`config.mk`:
```
export PLATFORM = sky130hd
export DESIGN_NAME = if_unit
export DESIGN_NICKNAME = d
export VERILOG_FILES = /design/src/rtl/if_unit.sv
export SDC_FILE = /design/constraint.sdc
export NUM_CORES = 1
export LEC_CHECK = 0
export CORE_UTILIZATION = 40
export DETAILED_ROUTE_END_ITERATION = 8
export PLACE_DENSITY = 0.82
export SYNTH_ARGS = -nofsm -noshare
export SYNTH_HDL_FRONTEND = slang
export SYNTH_SLANG_ARGS = --single-unit
```
`constraint.sdc`:
```
create_clock -name clk -period 2.6 [get_ports clk]
set_clock_uncertainty 0.15 [all_clocks]
set_input_delay 0.65 -clock clk [delete_from_list [all_inputs] [get_ports clk]]
set_output_delay 0.65 -clock clk [all_outputs]
set_load 0.1 [all_outputs]
```
`src/rtl/if_unit.sv`:
```
// rtl/if_unit.sv - instruction fetch stage: PC register, next-PC select and IF/ID pipeline register
//
// Purpose:
//   Holds the program counter, presents it to instruction memory and captures
//   the returned instruction word, decoded into fields, into the IF/ID register.
//   Redirects (branch, register jump, jump) and Flush squash the captured word
//   into a bubble. Stall freezes both PC and IF/ID.
//
// Ports:
//   clk, reset                 - single clock, synchronous active-high reset
//   Stall, Flush               - hazard hold / squash of the IF/ID write
//   Branch_Taken, Branch_Addr  - EX-stage taken branch and its target
//   Jr, Jr_Addr                - ID-stage register jump and its target
//   Jump, J_Addr               - ID-stage j/jal and its target
//   Instr_Addr                 - instruction memory address (= PC)
//   Instr                      - instruction word read combinationally at Instr_Addr
//   *_ID                       - registered IF/ID fields, PC+4 and valid flag

module if_unit #(
    parameter logic [31:0] RESET_PC = 32'h0000_0000
) (
    input  logic        clk,
    input  logic        reset,
    input  logic        Stall,
    input  logic        Flush,
    input  logic        Branch_Taken,
    input  logic [31:0] Branch_Addr,
    input  logic        Jr,
    input  logic [31:0] Jr_Addr,
    input  logic        Jump,
    input  logic [31:0] J_Addr,
    output logic [31:0] Instr_Addr,
    input  logic [31:0] Instr,
    output logic [5:0]  OP_ID,
    output logic [4:0]  Rs_ID,
    output logic [4:0]  Rt_ID,
    output logic [4:0]  Rd_ID,
    output logic [4:0]  shamt_ID,
    output logic [5:0]  func_ID,
    output logic [15:0] imm16_ID,
    output logic [25:0] J_Target_ID,
    output logic [31:0] PC_Addr_ID,
    output logic        Valid_ID
);

    logic [31:0] r_pc;
    logic [31:0] w_pc_plus4;
    logic [31:0] w_pc_next;
    logic        w_redirect;
    logic        w_bubble;

    // Natural 32-bit wrap: 0xFFFF_FFFC + 4 becomes 0.
    assign w_pc_plus4 = r_pc + 32'd4;
    assign w_redirect = Branch_Taken | Jr | Jump;
    assign w_bubble   = w_redirect | Flush;
    assign Instr_Addr = r_pc;

    // Redirect priority: oldest stage (EX branch) wins over ID-stage jumps.
    always_comb begin
        w_pc_next = w_pc_plus4;
        if (Branch_Taken) begin
            w_pc_next = Branch_Addr;
        end else if (Jr) begin
            w_pc_next = Jr_Addr;
        end else if (Jump) begin
            w_pc_next = J_Addr;
        end else if (Stall) begin
            w_pc_next = r_pc;
        end
    end

    // Low two bits are dropped on every load so misaligned targets silently truncate.
    always_ff @(posedge clk) begin
        if (reset) begin
            r_pc <= {RESET_PC[31:2], 2'b00};
        end else begin
            r_pc <= {w_pc_next[31:2], 2'b00};
        end
    end

    // IF/ID register. Redirect/Flush beat Stall so a squashed slot never survives a stall.
    always_ff @(posedge clk) begin
        if (reset || w_bubble) begin
            OP_ID       <= '0;
            Rs_ID       <= '0;
            Rt_ID       <= '0;
            Rd_ID       <= '0;
            shamt_ID    <= '0;
            func_ID     <= '0;
            imm16_ID    <= '0;
            J_Target_ID <= '0;
            PC_Addr_ID  <= '0;
            Valid_ID    <= 1'b0;
        end else if (!Stall) begin
            OP_ID       <= Instr[31:26];
            Rs_ID       <= Instr[25:21];
            Rt_ID       <= Instr[20:16];
            Rd_ID       <= Instr[15:11];
            shamt_ID    <= Instr[10:6];
            func_ID     <= Instr[5:0];
            imm16_ID    <= Instr[15:0];
            J_Target_ID <= Instr[25:0];
            PC_Addr_ID  <= w_pc_plus4;
            Valid_ID    <= 1'b1;
        end
    end

endmodule

```
# Word level (Yosys, flattened, before mapping)
# Index checks and enable logic that the tools add are counted.
[totals]
register_bits = 139
latchBits = 0
ram_bits = 0
mem_bits_ro = 0
output_inout_bits = 139
word_cells = 22
mem_count = 0
[classes]
add_sub_neg = 1
multipliers = 0
n_div = 0
order_cmp = 0
n_eq_ne = 1
shift = 0
muxes = 4
bitwise_logic = 3
reduce_logical = 1
[op_table]
columns = ["operator", "count"]
rows = [
  ["32-bit 2-to-1 mux", 4],
  ["32-bit by 3-bit adder with 32-bit output, second input constant", 1],
  ["4-bit by 1-bit != test with 1-bit output, second input constant", 1],
  ["1-bit bitwise OR", 3],
  ["1-bit logical OR", 1],
]

# Depth between registers and ports, before layout
# Gate-level depths: netlist of run 1.
[depth]
depth_word = 5
ltp_mapped = 7

# Least setup slack after synthesis of run 1
# OpenSTA, ideal clock, no wires.
[synth_timing]
path_kind = "register to register"
startpoint = "register r_pc[2] (netlist: Instr_Addr[2])"
endpoint = "register r_pc[24] (netlist: Instr_Addr[24])"
arrival_time_ns = 2.680
required_time_ns = 2.375
setup_slack_ns = -0.304
path_stages_with_launch = 7
path_buffers = 0
cell_sequence = "dfxtp_1 -> ha_1 -> inv_2 -> nor4_4 -> nand4_2 -> or4b_1 -> a31oi_1"
[synth_between]
elab_chain_cells = 5
[synth_rtl]
columns = ["element", "line_no", "rtl"]
rows = [
  ["start: declaration", "46", "logic [31:0] r_pc;"],
  ["start signal: assignment", "75", "r_pc <= {RESET_PC[31:2], 2'b00};"],
  ["start signal: assignment", "77", "r_pc <= {w_pc_next[31:2], 2'b00};"],
  ["32-bit by 3-bit adder with 32-bit output", "53", "assign w_pc_plus4 = r_pc + 32'd4;"],
  ["32-bit 2-to-1 mux", "67", "end else if (Stall) begin"],
  ["32-bit 2-to-1 mux", "65", "end else if (Jump) begin"],
  ["32-bit 2-to-1 mux", "63", "end else if (Jr) begin"],
  ["32-bit 2-to-1 mux", "61", "if (Branch_Taken) begin"],
]
# No other way between the ends. The select of a mux whose other input is x is not followed.
# A chain may end at the register's enable or synchronous reset.

# Final worst setup path of run 1
[layout_timing]
startpoint = "register r_pc[3] (netlist: Instr_Addr[3])"
endpoint = "register r_pc[24] (netlist: Instr_Addr[24])"
# The elaborated chain is that of the path after synthesis.

==> results.yml, run 1 <==
outcome:
  status: "finished, final reports clean"
place:
  port_buffers: 263
  routabilityCongestion: 0.9496
  placed_area_sq_mm: 0.007518
  pre_cts_ws_ns: -0.07258
  dp_hpwl_um: 15000
  dp_cells: 1003
cells_and_area:
  fin_cells: 1019
  stdcell_area_sq_mm: 0.007819
  nFillCells: 1047
  area_growth_pct: 53.84
  num-nets-final: 982
  diodes: 0
  final_cell_mix: "buf_4, clkdlybuf4s50_1, nor2_1"
  layout-drive-gt1-share_pct: 26.91
  layout.cells.most_common: "buf_4"
cts:
  cts.clk_slew.worst_paths_ns: 0.07
  ctsHoldBuffers: 0
  clock_sinks: 93
  htreeDepth: 3
  cts-root-buf: "clkbuf_16"
  cts_buffer_depth: 2
  cts_tree: "done"
  post_cts_resize_count: 0
  post_cts_buffers: 0
  cts_buffers: 9
  clkLatencyLatePin_ns: 0.35
critical_path:
  cp_cell_sequence: "ha_1 > inv_2 > nor4_4 > nand4_2 > or4b_1 > a31oi_1"
  cp_top_family: "simple AND/OR/NAND/NOR gates"
  crit_path_max_incr_delay_ns: 0.52
  arrival_ns: 2.51
  crit_type: "register to register"
  crit_path_start_kind: "register"
  cp_num_buf_inv: 1
  r2r_slack_ns: 0.22
  crit_slowest_cell: "or4b_1"
  cp-end-kind: "register"
  cp_max_fo: 7
  crit_required_ns: 2.72
floorplanning:
  rows: 40
  die_h_um: 114.7
  die_w_um: 114.7
  die_area_sq_mm: 0.01316
  start_util_pct: 41.62
  core_sq_mm: 0.01221
  io_pins: 274
synthesis:
  seq_area_frac_synth_pct: 36.63
  synth-edff-count: 0
  synth_ff_type: "dfxtp_1"
  synth.avg_cell_area_sq_um: 8.345
  ys_types: 56
  syn_area_sq_mm: 0.005082
  synth_top_area_share_pct: 36.63
  synth_area_leader_cell: "dfxtp_1"
  async_flop_share_pct: 0
  ys.warnings.count: 0
  synthCells: 609
  synth-seq-cells: 93
  ys_top_cells_by_area: "dfxtp_1, mux2i_1, buf_4, nor2_1, a211oi_1"
global_routing:
  grt_pass1_wl_um: 28240
  antenna_found_initial: 0
  grt_pass1_vias: 5154
  gr-total-overflow: 0
  grtUsageTotal_pct: 28.44
  grt_start_max_net_pins: 51
timing:
  period_needed_ns: 2.385
  worst_slew_pin_slew_ns: 0.7173
  max_slew_margin_pct: 52.18
  rsz0062_at_grt: "no"
  period_share_pct: 91.72
  fin_setup_tns_ns: 0
  fmax_ghz: 0.4193
  finalMaxSlewViolations: 0
  hold_violations: 0
  setup_viol: 0
  setup_slack_ns: 0.2153
drt:
  dr.pass1.iters: 5
  viasPerCell: 5.379
  ant_nets: 0
  wirelength_um: 18920
  drtIter0Drc: 453
  wl_per_cell_um: 18.56
  via_count: 5481
  drc: 0
flow_run:
  drv_cap: 0
power_and_ir_drop:
  total_power_mw: 3.985
  cellLeakagePower_nw: 3.353
  power_density_mw_per_mm2: 509.7
  peakVddDrop_mv: 0.3152
hold_path:
  min_path_type: "register to register"
-- synthesized netlist by cell type, types with 6 or more instances --
cell type	number
nor3_1	14
o22ai_1	8
a221oi_1	9
nand3_1	18
nand4_1	9
o21ai_1	6
xnor2_1	11
mux2i_1	46
dfxtp_1	93
xor2_1	17
buf_4	46
and3_1	6
o21a_1	6
inv_1	14
a31oi_1	9
a211oi_1	21
o21ai_0	13
a21oi_1	27
nand2_1	37
clkbuf_1	35
nor2_1	84
-- final timing paths --
kind | startpoint | end | depth (start not counted)
max | Instr_Addr[3] | Instr_Addr[24] | 6
min | Valid_ID | Valid_ID | 2
max reg2reg | Instr_Addr[3] | Instr_Addr[24] | 6
min reg2reg | Valid_ID | Valid_ID | 2
-- cells by family after synthesis --
logic type	synth area share, %
and+or+nand+nor	19.99
DFF	36.63
AOI/OAI and AO/OA	18.00
buffers and inverters	10.96
muxes	9.281
adders and majority gates	0.2461
xor gates and xnor gates	4.825
other	0.07378
-- metrics by stage --
step	util, %	hold WS, ns
global placement	61.57	0.2873
CTS	64.03	0.3097
detailed placement	61.57	0.2988
global route	64.03	0.3316
finish	64.03	0.3067
floorplan	-	0.5608
-- report_power, final --
part           internal (mW)  switching (mW)
clock network          0.757           0.603
registers               1.48          0.0800
logic                  0.400           0.671
total                   2.63            1.35
-- per-layer routing --
metal / vias to the layer above / GRT usage, % / share of wire, %
met5: - / 0 / 0
met4: 0 / 10.91 / 2.1
met3: 30 / 4.659 / 7.6
met2: 261 / 45.82 / 47
met1: 2585 / 38.17 / 43
li1: 2605 / - / -
-- worst reg2reg max path, delay by kind of cell (launching register included) --
family | cells | cell delay, ns
AOI/OAI and AO/OA | 1 | 0.19
adders and majority gates | 1 | 0.26
buffers and inverters | 1 | 0.09
DFF | 1 | 0.37
and+or+nand+nor | 3 | 1.25
-- state kept, by name (all words and copies together), names as in the netlist --
signal       count
OP_ID            6
PC_Addr_ID      30
Valid_ID         1
shamt_ID         4
Rd_ID            4
imm16_ID         2
Instr_Addr      30
J_Target_ID      2
Rs_ID            5
Rt_ID            4
func_ID          5
-- final cells by class --
type | instances | area (sq um) | share of cell area [%]
Inverter | 16 | 60.06 | 0.7681
Clock buffer | 10 | 229.0 | 2.928
Sequential cell | 93 | 1886 | 24.12
Multi-Input combinational cell | 417 | 2678 | 34.25
Clock inverter | 6 | 71.32 | 0.9121
Timing Repair Buffer | 309 | 2685 | 34.34
Tap cell | 168 | 210.2 | 2.688
Note: power is estimated with default switching activity, not from simulation.
==> inputs of run 2 (changes only) <==
--- a/config.mk
+++ b/config.mk
@@ -8,6 +8,7 @@
 export CORE_UTILIZATION = 40
 export DETAILED_ROUTE_END_ITERATION = 8
 export PLACE_DENSITY = 0.82
+export SLEW_MARGIN = 20
 export SYNTH_ARGS = -nofsm -noshare
 export SYNTH_HDL_FRONTEND = slang
 export SYNTH_SLANG_ARGS = --single-unit
==> constraint.sdc (replaced) <==
create_clock -name clk -period 2.3 [get_ports clk]
set_clock_uncertainty 0.15 [all_clocks]
set_input_delay 0.575 -clock clk [delete_from_list [all_inputs] [get_ports clk]]
set_output_delay 0.575 -clock clk [all_outputs]
set_load 0.1 [all_outputs]
==> run 2 against run 1 <==
Compared with the run above: cell area is 4.6% higher; core utilization is 2.9 points higher; power is 14% higher; die area stayed put; hold slack hardly changed; first-iteration DRC count is 5.1% lower; register-to-register slack worse by 0.09 ns; clock power is 9.6% higher; highest routed layer unchanged.
==> results.yml, run 2 (synthesized netlist as in run 1, its figures left out) <==
drt:
  drc: 0
  wl_per_cell_um: 18.70
  dr.pass1.iters: 5
  via_count: 5619
  ant_nets: 0
  drtIter0Drc: 430
  viasPerCell: 5.403
  wirelength_um: 19450
timing:
  finalMaxSlewViolations: 0
  fmax_ghz: 0.4554
  period_needed_ns: 2.196
  setup_slack_ns: 0.1042
  max_slew_margin_pct: 64.48
  holdWs_ns: 0.3063
  rsz0062_at_grt: "no"
  setup_viol: 0
  hold_violations: 0
  worst_slew_pin_slew_ns: 0.5328
  period_share_pct: 95.47
critical_path:
  cp_top_family: "buffers and inverters"
  cp_cell_sequence: "clkdlybuf4s50_1 > inv_2 > nand3_1 > nor2_1 > buf_4 > a41o_1 > a32o_1"
  arrival_ns: 2.28
  cp_max_fo: 9
  crit_type: "primary input to register"
  crit_slowest_cell: "clkdlybuf4s50_1"
  crit_end: "Instr_Addr[23]"
  cp_num_buf_inv: 3
  path_depth: 7
  worstReg2RegStart: "Instr_Addr[3]"
  r2r_slack_ns: 0.13
  crit_path_max_incr_delay_ns: 0.59
  cp-end-kind: "register"
  r2r_cells: 6
  r2r_end: "Instr_Addr[24]"
  crit_start: "Branch_Taken"
  crit_path_start_kind: "primary input"
  crit_required_ns: 2.38
global_routing:
  grt_pass1_wl_um: 28390
  antenna_found_initial: 0
  gr-total-overflow: 0
  grtUsageTotal_pct: 28.68
  grt_start_max_net_pins: 40
  grt_pass1_vias: 5171
cts:
  cts_buffer_depth: 2
  cts_buffers: 9
  htreeDepth: 3
  clock_sinks: 93
  clkLatencyLatePin_ns: 0.35
  cts.clk_slew.worst_paths_ns: 0.07
  cts_tree: "done"
  post_cts_buffers: 0
  ctsHoldBuffers: 0
  cts-root-buf: "clkbuf_16"
power_and_ir_drop:
  p_seq_share_pct: 38.7
  comb_power_share_pct: 28.4
  power_density_mw_per_mm2: 555.0
  swShare_pct: 33.77
  peakVddDrop_mv: 0.2711
  p_switching_mw: 1.532
  p_clk_share_pct: 32.9
  p_int_mw: 3.005
  total_power_mw: 4.537
  cellLeakagePower_nw: 3.519
floorplanning:
  die_h_um: 114.7
  die_w_um: 114.7
  io_pins: 274
  start_util_pct: 41.62
  core_sq_mm: 0.01221
  die_area_sq_mm: 0.01316
  rows: 40
hold_path:
  min_path_type: "register to register"
place:
  port_buffers: 263
  routabilityCongestion: 0.8911
  pre_cts_ws_ns: -0.3800
  dp_hpwl_um: 15490
flow_run:
  drv_cap: 0
cells_and_area:
  final_cell_mix: "buf_4, clkdlybuf4s50_1, nor2_1"
  layout.cells.most_common: "buf_4"
  utilization_pct: 66.95
  layout-drive-gt1-share_pct: 29.82
  diodes: 0
  num-nets-final: 1003
  area_growth_pct: 60.86
outcome:
  status: "finished, final reports clean"
[run 2: stage by stage]
stage,area (sq um),TNS (ns),std cells
2_1_floorplan,5165,-0.01145,612
3_3_place_gp,7849,-22.36,1024
3_5_place_dp,7849,-26.47,1024
4_1_cts,8147,0,1040
5_1_grt,8175,0,1040
6_report,8175,0,1040
[run 2: how the worst min path moves through the flow]
stage | startpoint | end | slack (ns) | depth (start not counted)
after floorplan | Instr_Addr[18] | Instr_Addr[18] | 0.48 | 2
after global placement | Valid_ID | Valid_ID | 0.29 | 2
after detailed placement | Valid_ID | Valid_ID | 0.30 | 2
after CTS | Valid_ID | Valid_ID | 0.31 | 2
after global routing | Valid_ID | Valid_ID | 0.33 | 2
final | Valid_ID | Valid_ID | 0.31 | 2
[run 2: power by group through the flow]
stage / Combinational (mW) / Sequential, mW / Clock (mW)
after detailed placement: 1.27 / 1.79 / 0
after CTS: 1.28 / 1.75 / 1.51
after global placement: 1.26 / 1.79 / 0
after global routing: 1.34 / 1.76 / 1.57
after floorplan: 0.383 / 2.13 / 0
final: 1.29 / 1.76 / 1.49
[run 2: what timing repair did]
action	CTS	global route
gates resized for setup	2	5
setup endpoints to repair	6	44
pin swaps	0	1
[run 2: metal layers]
layer	up-vias	wire length, um	track usage (%)
li1	2648	-	-
met1	2678	8445	39.29
met2	271	9202	46.71
met3	22	1553	4.870
met4	0	250	7.619
met5	-	0	0
[run 2: area by class of cell]
class | count | area [sq um]
repair buffers | 330 | 2973
well taps | 168 | 210.2
clock inverters | 3 | 26.28
fillers | 1053 | 4036
flip-flops and latches | 93 | 1931
inverters | 16 | 60.06
clock buffers | 13 | 270.3
multi-input cells | 417 | 2705
[run 2: tightest hold or removal path: stages (launching register included)]
cell     delay [ns]
dfxtp_1        0.31
inv_1          0.05
a21oi_1        0.05
